`config.mk`:
```
export PLATFORM = sky130hd
export DESIGN_NAME = pwm_sequencer
export DESIGN_NICKNAME = d
export VERILOG_FILES = /design/src/rtl/pwm_seq_pkg.sv /design/src/rtl/pwm_seq_step_ram.sv /design/src/rtl/pwm_sequencer.sv
export SDC_FILE = /design/constraint.sdc
export NUM_CORES = 1
export LEC_CHECK = 0
export ABC_AREA = 1
export BUFFER_PORTS_ARGS = -buffer_cell sky130_fd_sc_hd__clkbuf_2
export CAP_MARGIN = 40
export CORE_ASPECT_RATIO = 0.5
export CORE_MARGIN = 10
export CORE_UTILIZATION = 50
export CTS_CLUSTER_DIAMETER = 200
export DETAILED_ROUTE_END_ITERATION = 10
export PLACE_DENSITY = 0.68
export SYNTH_ARGS = -nofsm -noshare
export SYNTH_HDL_FRONTEND = slang
export SYNTH_SLANG_ARGS = --single-unit
export TNS_END_PERCENT = 1
```
`constraint.sdc`:
```
create_clock -name i_clk -period 20.3 [get_ports i_clk]
set_clock_uncertainty 0.2 [all_clocks]
set_input_delay 4.06 -clock i_clk [delete_from_list [all_inputs] [get_ports i_clk]]
set_output_delay 4.06 -clock i_clk [all_outputs]
set_load 0.01 [all_outputs]
```
`src/rtl/pwm_seq_pkg.sv`:
```
// Shared types for the PWM step sequencer: FSM states and step-entry field layout.
package pwm_seq_pkg;

    typedef enum logic [1:0] {
        S_IDLE,
        S_LOAD,
        S_RUN,
        S_DONE
    } seq_state_e;

    // A step entry packs {duty, period, repeat}; field index 0 sits at the LSBs.
    localparam int FLD_REPEAT = 0;
    localparam int FLD_PERIOD = 1;
    localparam int FLD_DUTY   = 2;
    localparam int NUM_FLDS   = 3;

endpackage

```
`src/rtl/pwm_seq_step_ram.sv`:
```
// Step table: DEPTH entries of packed {duty, period, repeat}, synchronous write,
// asynchronous read, cleared by reset.
module pwm_seq_step_ram
    import pwm_seq_pkg::*;
#(
    parameter int WIDTH = 8,
    parameter int DEPTH = 8,
    localparam int IDX_W = $clog2(DEPTH),
    localparam int ENTRY_W = NUM_FLDS * WIDTH
) (
    input  logic               i_clk,
    input  logic               i_rst,
    input  logic               i_wr_en,
    input  logic [IDX_W-1:0]   i_wr_addr,
    input  logic [ENTRY_W-1:0] i_wr_data,
    input  logic [IDX_W-1:0]   i_rd_addr,
    output logic [ENTRY_W-1:0] o_rd_data
);

    logic [ENTRY_W-1:0] mem [DEPTH];

    always_ff @(posedge i_clk or posedge i_rst) begin
        if (i_rst) begin
            for (int i = 0; i < DEPTH; i++) begin
                mem[i] <= '0;
            end
        end else if (i_wr_en) begin
            mem[i_wr_addr] <= i_wr_data;
        end
    end

    assign o_rd_data = mem[i_rd_addr];

endmodule

```
`src/rtl/pwm_sequencer.sv`:
```
// Single-channel PWM that walks a table of {duty, period, repeat} steps,
// optionally looping, after a start pulse.
module pwm_sequencer
    import pwm_seq_pkg::*;
#(
    parameter int WIDTH = 8,
    parameter int DEPTH = 8,
    localparam int IDX_W = $clog2(DEPTH)
) (
    input  logic             i_clk,
    input  logic             i_rst,
    input  logic             i_wr_en,
    input  logic [IDX_W-1:0] i_wr_addr,
    input  logic [WIDTH-1:0] i_wr_duty,
    input  logic [WIDTH-1:0] i_wr_period,
    input  logic [WIDTH-1:0] i_wr_repeat,
    input  logic [IDX_W:0]   i_num_steps,
    input  logic             i_loop,
    input  logic             i_start,
    input  logic             i_abort,
    output logic             o_pwm,
    output logic             o_busy,
    output logic [IDX_W-1:0] o_step_idx,
    output logic             o_step_done,
    output logic             o_seq_done,
    output logic             o_wr_err
);

    localparam int ENTRY_W = NUM_FLDS * WIDTH;
    localparam logic [IDX_W:0] MAX_STEPS = (IDX_W + 1)'(DEPTH);

    seq_state_e       state;
    logic [IDX_W-1:0] step_idx;
    logic [IDX_W:0]   r_num;
    logic             r_loop;
    logic [WIDTH-1:0] r_duty;
    logic [WIDTH-1:0] r_period;
    logic [WIDTH-1:0] r_rep;
    logic [WIDTH-1:0] cnt;
    logic [WIDTH-1:0] rep_cnt;
    logic             wr_err_q;

    logic [ENTRY_W-1:0] rd_entry;
    logic [WIDTH-1:0]   rd_duty;
    logic [WIDTH-1:0]   rd_period;
    logic [WIDTH-1:0]   rd_rep;
    logic               start_go;
    logic               wr_ok;
    logic               period_end;
    logic               rep_last;
    logic               step_end;
    logic               last_step;
    seq_state_e         adv_state;
    logic [IDX_W-1:0]   adv_idx;

    assign start_go = (state == S_IDLE) && i_start && !i_abort &&
                      (i_num_steps != '0) && (i_num_steps <= MAX_STEPS);
    // A write racing an accepted start loses, so the table never changes under a running step.
    assign wr_ok = i_wr_en && (state == S_IDLE) && !start_go;

    pwm_seq_step_ram #(
        .WIDTH(WIDTH),
        .DEPTH(DEPTH)
    ) u_ram (
        .i_clk     (i_clk),
        .i_rst     (i_rst),
        .i_wr_en   (wr_ok),
        .i_wr_addr (i_wr_addr),
        .i_wr_data ({i_wr_duty, i_wr_period, i_wr_repeat}),
        .i_rd_addr (step_idx),
        .o_rd_data (rd_entry)
    );

    assign rd_duty   = rd_entry[FLD_DUTY*WIDTH +: WIDTH];
    assign rd_period = rd_entry[FLD_PERIOD*WIDTH +: WIDTH];
    assign rd_rep    = rd_entry[FLD_REPEAT*WIDTH +: WIDTH];

    assign period_end = (cnt == r_period - WIDTH'(1));
    assign rep_last   = (r_rep == '0) ? (rep_cnt == '0) : (rep_cnt == r_rep - WIDTH'(1));
    assign step_end   = (state == S_RUN) && period_end && rep_last;
    assign last_step  = ({1'b0, step_idx} == r_num - (IDX_W + 1)'(1));

    // Where the sequence goes when the current step finishes (or is skipped).
    always_comb begin
        adv_state = S_LOAD;
        adv_idx   = step_idx + IDX_W'(1);
        if (last_step) begin
            adv_idx = '0;
            if (!r_loop) begin
                adv_state = S_DONE;
                adv_idx   = step_idx;
            end
        end
    end

    always_ff @(posedge i_clk or posedge i_rst) begin
        if (i_rst) begin
            state    <= S_IDLE;
            step_idx <= '0;
            r_num    <= '0;
            r_loop   <= 1'b0;
            r_duty   <= '0;
            r_period <= '0;
            r_rep    <= '0;
            cnt      <= '0;
            rep_cnt  <= '0;
            wr_err_q <= 1'b0;
        end else begin
            wr_err_q <= i_wr_en && !wr_ok;
            if (i_abort) begin
                state    <= S_IDLE;
                step_idx <= '0;
            end else begin
                case (state)
                    S_IDLE: begin
                        if (start_go) begin
                            r_num    <= i_num_steps;
                            r_loop   <= i_loop;
                            step_idx <= '0;
                            state    <= S_LOAD;
                        end
                    end
                    S_LOAD: begin
                        r_duty   <= rd_duty;
                        r_period <= rd_period;
                        r_rep    <= rd_rep;
                        cnt      <= '0;
                        rep_cnt  <= '0;
                        if (rd_period == '0) begin
                            state    <= adv_state;
                            step_idx <= adv_idx;
                        end else begin
                            state <= S_RUN;
                        end
                    end
                    S_RUN: begin
                        if (period_end) begin
                            cnt     <= '0;
                            rep_cnt <= rep_cnt + WIDTH'(1);
                            if (rep_last) begin
                                state    <= adv_state;
                                step_idx <= adv_idx;
                            end
                        end else begin
                            cnt <= cnt + WIDTH'(1);
                        end
                    end
                    S_DONE: state <= S_IDLE;
                    default: state <= S_IDLE;
                endcase
            end
        end
    end

    // Outputs are decodes of registered state only (the table read is from a register file).
    assign o_pwm       = (state == S_RUN) && ((r_duty >= r_period) || (cnt < r_duty));
    assign o_busy      = (state != S_IDLE);
    assign o_step_idx  = step_idx;
    assign o_step_done = step_end || ((state == S_LOAD) && (rd_period == '0));
    assign o_seq_done  = (state == S_DONE);
    assign o_wr_err    = wr_err_q;

endmodule

```
==> impl_metrics.toml <==
[layout]
fin_nets = 1568
drive_gt1_frac = 0.0874
multi_input_area_um2 = 5140
syn_to_final_growth_pct = 9.19
fin_util = 0.556
design_area_um2 = 13400
diodes = 0
seq_area_um2 = 6080
fillCellCount = 2125

[critical_path]
cp.depth = 11
critPathBufInv = 3
worstSetupPathType = "register to output port"
critPathTopFamily = "buffers and inverters"
rr_worst_depth = 13
required_ns = 16.04
critical-path-max-stage-delay_ns = 0.65
critical_path.most_common_cell = "nand2_1"
crit_arrival_ns = 3.40
cp_max_fo = 72
worstPathCellList = "inv_4 -> buf_4 -> nand2_1 -> nand3_1 -> nand3_1 -> nand2_1 -> nand2_1 -> nor2_1 -> nand3_1 -> nand2_1 -> clkbuf_2"
cp-start-kind = "register"
critPathCaptureType = "output port"
critPathSlowestCell = "buf_4"

[synthesis]
syn_inst = 1501
synth_flop_cell = "dfrtp_1"
synth_seq_area_share = 0.496
syn_area_um2 = 12300
ys_seq_elements = 243
synth_nets = 1565
async_flop_share = 1.00
synth_edf_count = 0
yosys_warnings = 0
netlist-cell-type-count = 38
syn_area_per_cell_um2 = 8.17

[sta]
fin_ws_ns = 12.64
fin_crit_sh = 0.377
min_period_ns = 7.66
fmax_mhz = 131
tightest_slew_ns = 0.781
timing.setup.tns_ns = 0
maxSlewHeadroom = 0.478
rsz0062_at_grt = "false"
finalSetupViolCount = 0
whs_ns = 0.282
hold_viol_final = 0
slew_violations = 0

[clocking]
cts_hold_repair.buffers = 0
clock_sinks = 243
cts_root_buf = "clkbuf_16"
path_clk_slew_ns = 0.07
cts.repair.resized = 0
htreeDepth = 1
cts_buffers = 24
clk-insertion-delay-late_ns = 0.54
post_cts_buffers = 0
cts_tree = "built"
cts_max_path_buffers = 3

[drt]
post_drt_wl_per_cell_um = 17.1
met2_length_um = 13900
highest_layer = "met5"
met3WireLength_um = 2290
ant_nets = 0
drtIter0Drc = 1211
routed_wirelength_um = 31700
via_count = 10300
wl_met1_um = 14900
avgViaCountPerCell = 5.56
drc = 0
drt_pass1_iterations = 6

[power]
ir_drop_v = 0.0000619
power.leakage_nw = 6.56
powerDensity_nw_per_um2 = 147

[placement]
pre_cts_ws_ns = 13.22
placed_cell_area_um2 = 12600
place_congestion = 0.865
io_buffers = 44
dp_hpwl_um = 19900

[global_route]
grt_pass1_wl_um = 52500
antenna_found_initial = 0
grt_util_all_layers = 0.202
grt_max_degree = 81
first_global_vias = 9983
grt_overflow = 0

[status]
status = "completed"

[floorplanning]
core_um2 = 24100
io-pin-count = 45
dieArea_um2 = 31600
initial_core_util = 0.510
rows = 40
die_x_um = 242
die_h_um = 131

[min_path]
holdPathStages = 2
min-delay-path-class = "register to register"

[flow_run]
drv_cap = 0
==> sequential cells by signal, indices dropped and copies added, names as in the netlist <==
register / flops
state: 2
o_step_idx: 3
u_ram.mem: 192
r_period: 8
rep_cnt: 8
o_wr_err: 1
r_num: 4
r_loop: 1
r_rep: 8
r_duty: 8
cnt: 8
==> synthesized netlist by cell type (all sizes together), types with 8 or more instances <==
library cell | count | share of area
o221ai | 27 | 0.019
xor2 | 19 | 0.014
o21ai | 288 | 0.12
a21oi | 19 | 0.0087
nand3 | 73 | 0.030
o211ai | 8 | 0.0049
buf | 57 | 0.037
dfrtp | 243 | 0.50
nand4 | 18 | 0.010
ha | 27 | 0.028
xnor2 | 8 | 0.0057
inv | 129 | 0.040
clkbuf | 30 | 0.0092
nor2 | 112 | 0.037
nand2 | 420 | 0.13
==> metrics by stage <==
step	cells	power (mW)
floorplan	1501	1.32
global placement	1811	1.46
detailed placement	1814	1.49
CTS	1858	1.97
global route	1858	2.13
finish	1858	1.96
==> logic make-up (layout without fill, tap and decap cells) <==
logic type,count (synthesis),in the layout,share of synthesized area
compound gates,356,356,0.161
flops,243,243,0.496
xor+xnor,27,27,0.0193
simple gates,632,632,0.211
fa+ha+maj,27,27,0.0275
buf+inv,216,237,0.0856
==> worst min-delay path, delay by kind of cell (launching register included) <==
kind	cells	cell delay, ns
AND/OR/NAND/NOR	1	0.06
flip-flops	1	0.34
AO/OA/AOI/OAI	1	0.05
==> final cells by class <==
class                           count  area share
Clock buffer                       26      0.0454
Timing Repair Buffer               64      0.0309
Clock inverter                     18      0.0175
Inverter                          129      0.0371
Sequential cell                   243       0.454
Tap cell                          336      0.0314
Multi-Input combinational cell   1042       0.384
==> report_power, final <==
part / switching, mW / leakage (nW) / internal (mW)
registers: 0.143 / 3.08 / 0.705
logic: 0.398 / 3.07 / 0.246
clock network: 0.201 / 0.409 / 0.272
==> layer usage <==
metal | global-route usage | vias up
met5 | 0.0201 | -
met3 | 0.0324 | 48
li1 | - | 4939
met4 | 0.0466 | 2
met2 | 0.324 | 365
met1 | 0.283 | 4971
==> cell usage in the layout, fill, tap and decap left out, types with 9 or more instances in the layout <==
cell       synthesis  final
nand2_1          417    417
dfrtp_1          243    242
o21ai_0          142    142
o21ai_1          139    139
inv_1            124    123
nor2_1           108    107
nand3_1           72     72
clkbuf_2           0     44
o221ai_1          27     27
ha_1              27     27
clkbuf_16          0     24
xor2_1            19     19
a21oi_1           18     18
buf_4              7     17
nand4_1           16     16
clkinv_2           0      9
==> worst paths after layout <==
kind	from	to	slack [ns]
min in group asynchronous	i_rst	r_loop$_DFFE_PP0P_	3.41
max in group asynchronous	i_rst	u_ram.mem[87]$_DFFE_PP0P_	15.39
max reg2reg	o_step_idx[0]$_DFFE_PP0P_	o_step_idx[0]$_DFFE_PP0P_	17.00
max	o_step_idx[0]$_DFFE_PP0P_	o_step_done	12.64
min reg2reg	u_ram.mem[187]$_DFFE_PP0P_	u_ram.mem[187]$_DFFE_PP0P_	0.28
min	u_ram.mem[187]$_DFFE_PP0P_	u_ram.mem[187]$_DFFE_PP0P_	0.28
No activity file was read; power rests on OpenSTA's default activity.
